--- src/rtl/prog_loader_pkg.sv ---
// Shared definitions for the program loader: FSM encoding and stream framing constants.
package prog_loader_pkg;

  typedef logic [2:0] state_t;

  localparam state_t ST_IDLE  = 3'd0;
  localparam state_t ST_LEN0  = 3'd1;
  localparam state_t ST_LEN1  = 3'd2;
  localparam state_t ST_BYTE  = 3'd3;
  localparam state_t ST_WRITE = 3'd4;
  localparam state_t ST_DONE  = 3'd5;

  // Header carries the word count as little-endian bytes.
  localparam int unsigned HDR_LEN    = 2;
  localparam int unsigned LEN_W      = 8 * HDR_LEN;
  localparam int unsigned WORD_BYTES = 4;

endpackage

--- src/rtl/prog_loader_byte_packer.sv ---
// Assembles four stream bytes into one little-endian 32-bit word (first byte lands in [7:0]).
module byte_packer
  import prog_loader_pkg::*;
(
  input  logic        clk,
  input  logic        rst_n,
  input  logic        clr,
  input  logic        byte_en,
  input  logic [7:0]  byte_in,
  output logic [31:0] word,
  output logic        last_byte,
  output logic        word_valid
);

  logic [1:0]  cnt_q, cnt_d;
  logic [31:0] word_q, word_d;
  logic        valid_q, valid_d;

  // Qualifies the byte that completes the word, so the caller can act in the same cycle.
  assign last_byte  = byte_en && !valid_q && (cnt_q == 2'(WORD_BYTES - 1));
  assign word       = word_q;
  assign word_valid = valid_q;

  always_comb begin
    cnt_d   = cnt_q;
    word_d  = word_q;
    valid_d = valid_q;
    if (clr) begin
      cnt_d   = '0;
      word_d  = '0;
      valid_d = 1'b0;
    end else if (byte_en && !valid_q) begin
      word_d  = {byte_in, word_q[31:8]};
      cnt_d   = cnt_q + 2'd1;
      valid_d = (cnt_q == 2'(WORD_BYTES - 1));
    end
  end

  always_ff @(posedge clk or negedge rst_n) begin
    if (!rst_n) begin
      cnt_q   <= '0;
      word_q  <= '0;
      valid_q <= 1'b0;
    end else begin
      cnt_q   <= cnt_d;
      word_q  <= word_d;
      valid_q <= valid_d;
    end
  end

endmodule

--- src/rtl/prog_loader.sv ---
// Fills instruction memory from a length-prefixed byte stream while holding the CPU in reset.
module prog_loader
  import prog_loader_pkg::*;
#(
  parameter int ADDR_W  = 10,
  parameter int TIMEOUT = 255
) (
  input  logic              clk,
  input  logic              reset,
  input  logic              start,
  input  logic              byte_valid,
  input  logic [7:0]        byte_data,
  output logic              byte_ready,
  output logic              mem_wr_en,
  output logic [ADDR_W-1:0] mem_addr,
  output logic [31:0]       mem_wr_data,
  input  logic              mem_ack,
  output logic              cpu_hold,
  output logic              busy,
  output logic              done,
  output logic              error
);

  // Timeout counter only needs to reach TIMEOUT-1.
  localparam int          TMO_W     = (TIMEOUT < 2) ? 1 : $clog2(TIMEOUT);
  localparam logic [31:0] MAX_WORDS = 32'd1 << ADDR_W;

  state_t             state_q, state_d;
  logic [LEN_W-1:0]   len_q, len_d;
  logic [ADDR_W:0]    addr_q, addr_d;
  logic [TMO_W-1:0]   tmo_q, tmo_d;
  logic               wr_en_q, wr_en_d;
  logic               hold_q, hold_d;
  logic               err_q, err_d;

  logic               pk_clr;
  logic               pk_en;
  logic               pk_last;
  logic               pk_valid;
  logic [31:0]        pk_word;
  logic               byte_fire;
  logic [LEN_W-1:0]   new_len;

  byte_packer u_packer (
    .clk        (clk),
    .rst_n      (reset),
    .clr        (pk_clr),
    .byte_en    (pk_en),
    .byte_in    (byte_data),
    .word       (pk_word),
    .last_byte  (pk_last),
    .word_valid (pk_valid)
  );

  always_comb begin
    byte_ready = 1'b0;
    case (state_q)
      ST_LEN0, ST_LEN1: byte_ready = 1'b1;
      ST_BYTE:          byte_ready = !pk_valid;
      default:          byte_ready = 1'b0;
    endcase
  end

  assign byte_fire   = byte_valid && byte_ready;
  assign pk_en       = byte_fire && (state_q == ST_BYTE);
  assign new_len     = {byte_data, len_q[7:0]};

  assign mem_wr_en   = wr_en_q;
  assign mem_addr    = addr_q[ADDR_W-1:0];
  // The packer register holds the word untouched for the whole WRITE state.
  assign mem_wr_data = pk_word;
  assign cpu_hold    = hold_q;
  assign busy        = (state_q != ST_IDLE);
  assign done        = (state_q == ST_DONE);
  assign error       = err_q;

  always_comb begin
    state_d = state_q;
    len_d   = len_q;
    addr_d  = addr_q;
    tmo_d   = tmo_q;
    wr_en_d = wr_en_q;
    hold_d  = hold_q;
    err_d   = err_q;
    pk_clr  = 1'b0;

    case (state_q)
      ST_IDLE: begin
        if (start) begin
          state_d = ST_LEN0;
          err_d   = 1'b0;
          hold_d  = 1'b1;
          addr_d  = '0;
        end
      end

      ST_LEN0: begin
        if (byte_fire) begin
          len_d   = {len_q[LEN_W-1:8], byte_data};
          state_d = ST_LEN1;
        end
      end

      ST_LEN1: begin
        if (byte_fire) begin
          len_d = new_len;
          if (new_len == '0) begin
            state_d = ST_DONE;
          end else if (32'(new_len) > MAX_WORDS) begin
            err_d   = 1'b1;
            state_d = ST_IDLE;
          end else begin
            state_d = ST_BYTE;
            pk_clr  = 1'b1;
          end
        end
      end

      ST_BYTE: begin
        if (pk_last) begin
          state_d = ST_WRITE;
          wr_en_d = 1'b1;
          tmo_d   = '0;
        end
      end

      ST_WRITE: begin
        // An ack on the final allowed cycle still wins over the timeout.
        if (mem_ack) begin
          wr_en_d = 1'b0;
          addr_d  = addr_q + 1'b1;
          if (32'(addr_q) + 32'd1 == 32'(len_q)) begin
            state_d = ST_DONE;
          end else begin
            state_d = ST_BYTE;
            pk_clr  = 1'b1;
          end
        end else if (tmo_q == TMO_W'(TIMEOUT - 1)) begin
          wr_en_d = 1'b0;
          err_d   = 1'b1;
          state_d = ST_IDLE;
        end else begin
          tmo_d = tmo_q + 1'b1;
        end
      end

      ST_DONE: begin
        hold_d  = 1'b0;
        state_d = ST_IDLE;
      end

      default: begin
        state_d = ST_IDLE;
        wr_en_d = 1'b0;
      end
    endcase
  end

  always_ff @(posedge clk or negedge reset) begin
    if (!reset) begin
      state_q <= ST_IDLE;
      len_q   <= '0;
      addr_q  <= '0;
      tmo_q   <= '0;
      wr_en_q <= 1'b0;
      hold_q  <= 1'b1;
      err_q   <= 1'b0;
    end else begin
      state_q <= state_d;
      len_q   <= len_d;
      addr_q  <= addr_d;
      tmo_q   <= tmo_d;
      wr_en_q <= wr_en_d;
      hold_q  <= hold_d;
      err_q   <= err_d;
    end
  end

endmodule

--- config.mk ---
export PLATFORM = sky130hd
export DESIGN_NAME = prog_loader
export DESIGN_NICKNAME = d
export VERILOG_FILES = /design/src/rtl/prog_loader_pkg.sv /design/src/rtl/prog_loader_byte_packer.sv /design/src/rtl/prog_loader.sv
export SDC_FILE = /design/constraint.sdc
export NUM_CORES = 1
export LEC_CHECK = 0
export ABC_AREA = 1
export ABC_CLOCK_PERIOD_IN_PS = 2400
export BUFFER_PORTS_ARGS = -buffer_cell sky130_fd_sc_hd__buf_2
export CAP_MARGIN = 20
export CELL_PAD_IN_SITES_DETAIL_PLACEMENT = 0
export CELL_PAD_IN_SITES_GLOBAL_PLACEMENT = 1
export CORE_AREA = 8 8 107 109
export CTS_CLUSTER_SIZE = 30
export DETAILED_ROUTE_END_ITERATION = 16
export DIE_AREA = 0 0 115 117
export PLACE_DENSITY_LB_ADDON = 0.12
export SYNTH_ARGS = -nofsm -noshare
export SYNTH_HDL_FRONTEND = slang
export SYNTH_SLANG_ARGS = --single-unit
--- constraint.sdc ---
create_clock -name clk -period 2.4 [get_ports clk]
set_input_delay 0.12 -clock clk [delete_from_list [all_inputs] [get_ports clk]]
set_output_delay 0.12 -clock clk [all_outputs]
set_load 0.01 [all_outputs]
==> impl_results.md <==
- Outcome: complete, no violations
- Final Hold Slack: 20.0 ps
- Via count: 3,259
- Worst hold path type: input pin to flip-flop
- WL per Instance: 14.3 µm
- Most common cell after layout, fill and taps aside: nand2_1
- P_int: 2.85 mW
- DP HPWL: 7060 µm
- Number of CTS-inserted buffers: 9
- Number of global-route vias before repair: 3,267
- Synthesized area per cell: 8.30 µm²
- Comb power frac: 35.7%
- Sequential share of the synthesized area: 48.0%
- RePlAce Congestion: 0.781
- Hold path endpoint: len_q[2]$_DFFE_PN0P_
- Slew HR: 62.8%
- Fin. Hold Viols: 0
- Setup CP Type: flip-flop to flip-flop
- Clk network pwr share: 21.1%
- Clk slew on worst S/H paths: 80 ps
- Crit start category: flip-flop
- Initial DRT Pass Iterations: 5
- Setup WS post-layout: 212 ps
- Sw frac: 39.0%
- Worst slack at placement: 72.9 ps
- Drt initial violations: 183
- Mapped Area: 3970 µm²
- Pwr dens: 1020 nW/µm²
- Tmin final: 2190 ps
- NumNets Final: 553
- DRC errors left: 0
- Die width: 115 µm
- CTS Sinks: 76
- DRT Wirelength: 9660 µm
- Critical Path RT: 2670 ps
- Clk_skew: 10.8 ps
- Hold Startpoint: byte_data[2]
- Largest net degree at the start of global routing: 43
- Final number of max-transition violations: 0
- Fin crit share: 91.2%
- Reg2Reg Launch Point: addr_q[0]$_DFFE_PN0P_
- Num ports: 61
- Layout cells sized above 1: 18.9%
- Actual slew at the worst max-slew pin: 557 ps
- Most frequent cells in the layout: nand2_1 (97), nor2_1 (74), dfrtp_1 (74), buf_2 (59), inv_1 (55)
- Initial antenna violation count: 0
- CTS tree: built
- Vias/cell: 4.81
- Seq pwr share: 43.2%
- IO Port Bufs: 60
- Die area: 13,500 µm²
- RR Endpoint: u_packer.word[20]$_DFFE_PN0P_
- Buffer depth of the longest clock path: 2
- Final ANT Viol Nets: 0
- First-pass GRT wire length: 16,300 µm
- Peak supply drop: 0.468 mV
- Final Setup Violations: 0
- Worst setup EP type: flip-flop
- Diodes inserted: 0
- CP arrival: 2450 ps
- H-tree Lvls: 3
- Lkg Pwr: 2.50 nW
- Distinct cells, synth: 34
- Clock Latency Late Sink: 340 ps
- Total gr overflow: 0
- Worst reg2reg path depth: 11
- Warnings, synthesis: 0
- Yosys reg bits: 76
- Core Region: 9910 µm²
- Area added between synthesis and finish: 15.2%
- Hold depth: 3
- R2r setup slk: 210 ps
- FMAX: 457 MHz
- Initial cell density of the core: 40.0%
- Max-Cap Viols: 0
- Row count: 37
- Root Driver: clkbuf_8
- Die Y: 117 µm
- Cells after synthesis: 478
- Maximum fanout along the worst path: 18
- Post-Syn Nets: 495
- Sw power: 1.82 mW
- Total GRT Usage: 15.3%
==> cells by family after synthesis <==
logic type,count (synthesis),share of synthesized area (%)
and+or+nand+nor,230,25.1
buffers and inverters,81,9.47
DFF,76,48.0
AOI/OAI and AO/OA,54,8.11
muxes,25,6.31
xor gates and xnor gates,8,1.77
adders and majority gates,4,1.26
==> power groups by stage <==
stage          Clock [mW]  Combinational (mW)  Sequential (mW)
3_5_place_dp            0                1.68             2.04
2_1_floorplan           0                1.13             2.03
5_1_grt              1.07                1.92             2.08
3_3_place_gp            0                1.65             2.02
6_report            0.986                1.66             2.01
4_1_cts              1.02                1.68             2.01
==> worst max path at each step <==
stage                                startpoint  slack, ps                             to
final                     addr_q[0]$_DFFE_PN0P_        210  u_packer.word[20]$_DFFE_PN0P_
after global routing      addr_q[1]$_DFFE_PN0P_       -0.7  u_packer.word[18]$_DFFE_PN0P_
after CTS                 addr_q[0]$_DFFE_PN0P_         60  u_packer.word[28]$_DFFE_PN0P_
after detailed placement  addr_q[0]$_DFFE_PN0P_         70  u_packer.word[20]$_DFFE_PN0P_
after global placement    addr_q[0]$_DFFE_PN0P_        160   u_packer.word[1]$_DFFE_PN0P_
after floorplan           addr_q[0]$_DFFE_PN0P_        590  u_packer.word[24]$_DFFE_PN0P_
==> through the flow <==
stage | cells | util [%] | total power [mW] | TNS, ps | instance area, µm²
2_1_floorplan | 478 | - | 3.16 | 0 | 3970
3_3_place_gp | 659 | 43.8 | 3.68 | 0 | 4340
3_5_place_dp | 659 | 43.8 | 3.72 | 0 | 4340
4_1_cts | 676 | 45.9 | 4.72 | 0 | 4550
5_1_grt | 677 | 46.1 | 5.07 | -0.701 | 4570
6_report | 677 | 46.1 | 4.66 | 0 | 4570
==> state kept, by name, indices dropped and copies added (netlist names) <==
register / flops
mem_wr_en: 1
state_q: 3
len_q: 16
error: 1
u_packer.word: 32
cpu_hold: 1
u_packer.word_valid: 1
tmo_q: 8
u_packer.cnt_q: 2
addr_q: 11
==> layout make-up <==
type,instances,area (µm²)
Multi-Input combinational cell,322,1710
Fill cell,1041,5340
Inverter,59,221
Clock buffer,16,200
Tap cell,136,170
Sequential cell,76,1900
Timing Repair Buffer,68,365
==> what timing repair did <==
action,4_1_cts,5_1_grt
resized for setup,0,3
hold buffers,1,0
buffers inserted,0,0
hold endpoints to repair,37,0
setup endpoints to repair,0,35
==> Yosys cell counts <==
cell type | count | area (µm²)
nand2_1 | 97 | 364
dfrtp_1 | 75 | 1880
nor2_1 | 75 | 282
inv_1 | 55 | 206
nand3_1 | 31 | 155
o21ai_0 | 27 | 135
mux2i_1 | 25 | 250
buf_4 | 11 | 82.6
a21oi_1 | 10 | 50.1
nand4_1 | 10 | 62.6
o22ai_1 | 8 | 50.1
buf_2 | 6 | 30.0
xor2_1 | 6 | 52.6
nand2_2 | 5 | 31.3
ha_1 | 4 | 50.1
inv_2 | 4 | 15.0
nor3_1 | 4 | 20.0
o31ai_1 | 4 | 30.0
buf_6 | 3 | 33.8
clkbuf_1 | 2 | 7.51
nor2_4 | 2 | 22.5
xnor2_1 | 2 | 17.5
a21boi_0 | 1 | 7.51
a21oi_4 | 1 | 16.3
dfstp_2 | 1 | 26.3
nand2_4 | 1 | 11.3
nand3_2 | 1 | 10.0
nand3b_1 | 1 | 7.51
nor2_2 | 1 | 6.26
nor3_4 | 1 | 16.3
nor4_1 | 1 | 6.26
o2111ai_1 | 1 | 8.76
o21a_1 | 1 | 7.51
o21ai_4 | 1 | 16.3
==> worst max-delay path, stage by stage, from the launching register on <==
cell and delay (ps):
dfrtp_2 450, ha_1 250, nand3_1 160, xor2_1 260, nor2_1 60, nor2_1 100, nand3_1 90, nor2_1 130
nand3_1 110, nand2_2 160, o21ai_4 180, nor2_1 140
==> routing by layer <==
layer  track usage, %  share of wire, %
met5                0                 0
met4             6.57               1.5
met3             2.62               4.3
met2             23.9                46
met1             20.7                49
Note: power is estimated with default switching activity, not from simulation.
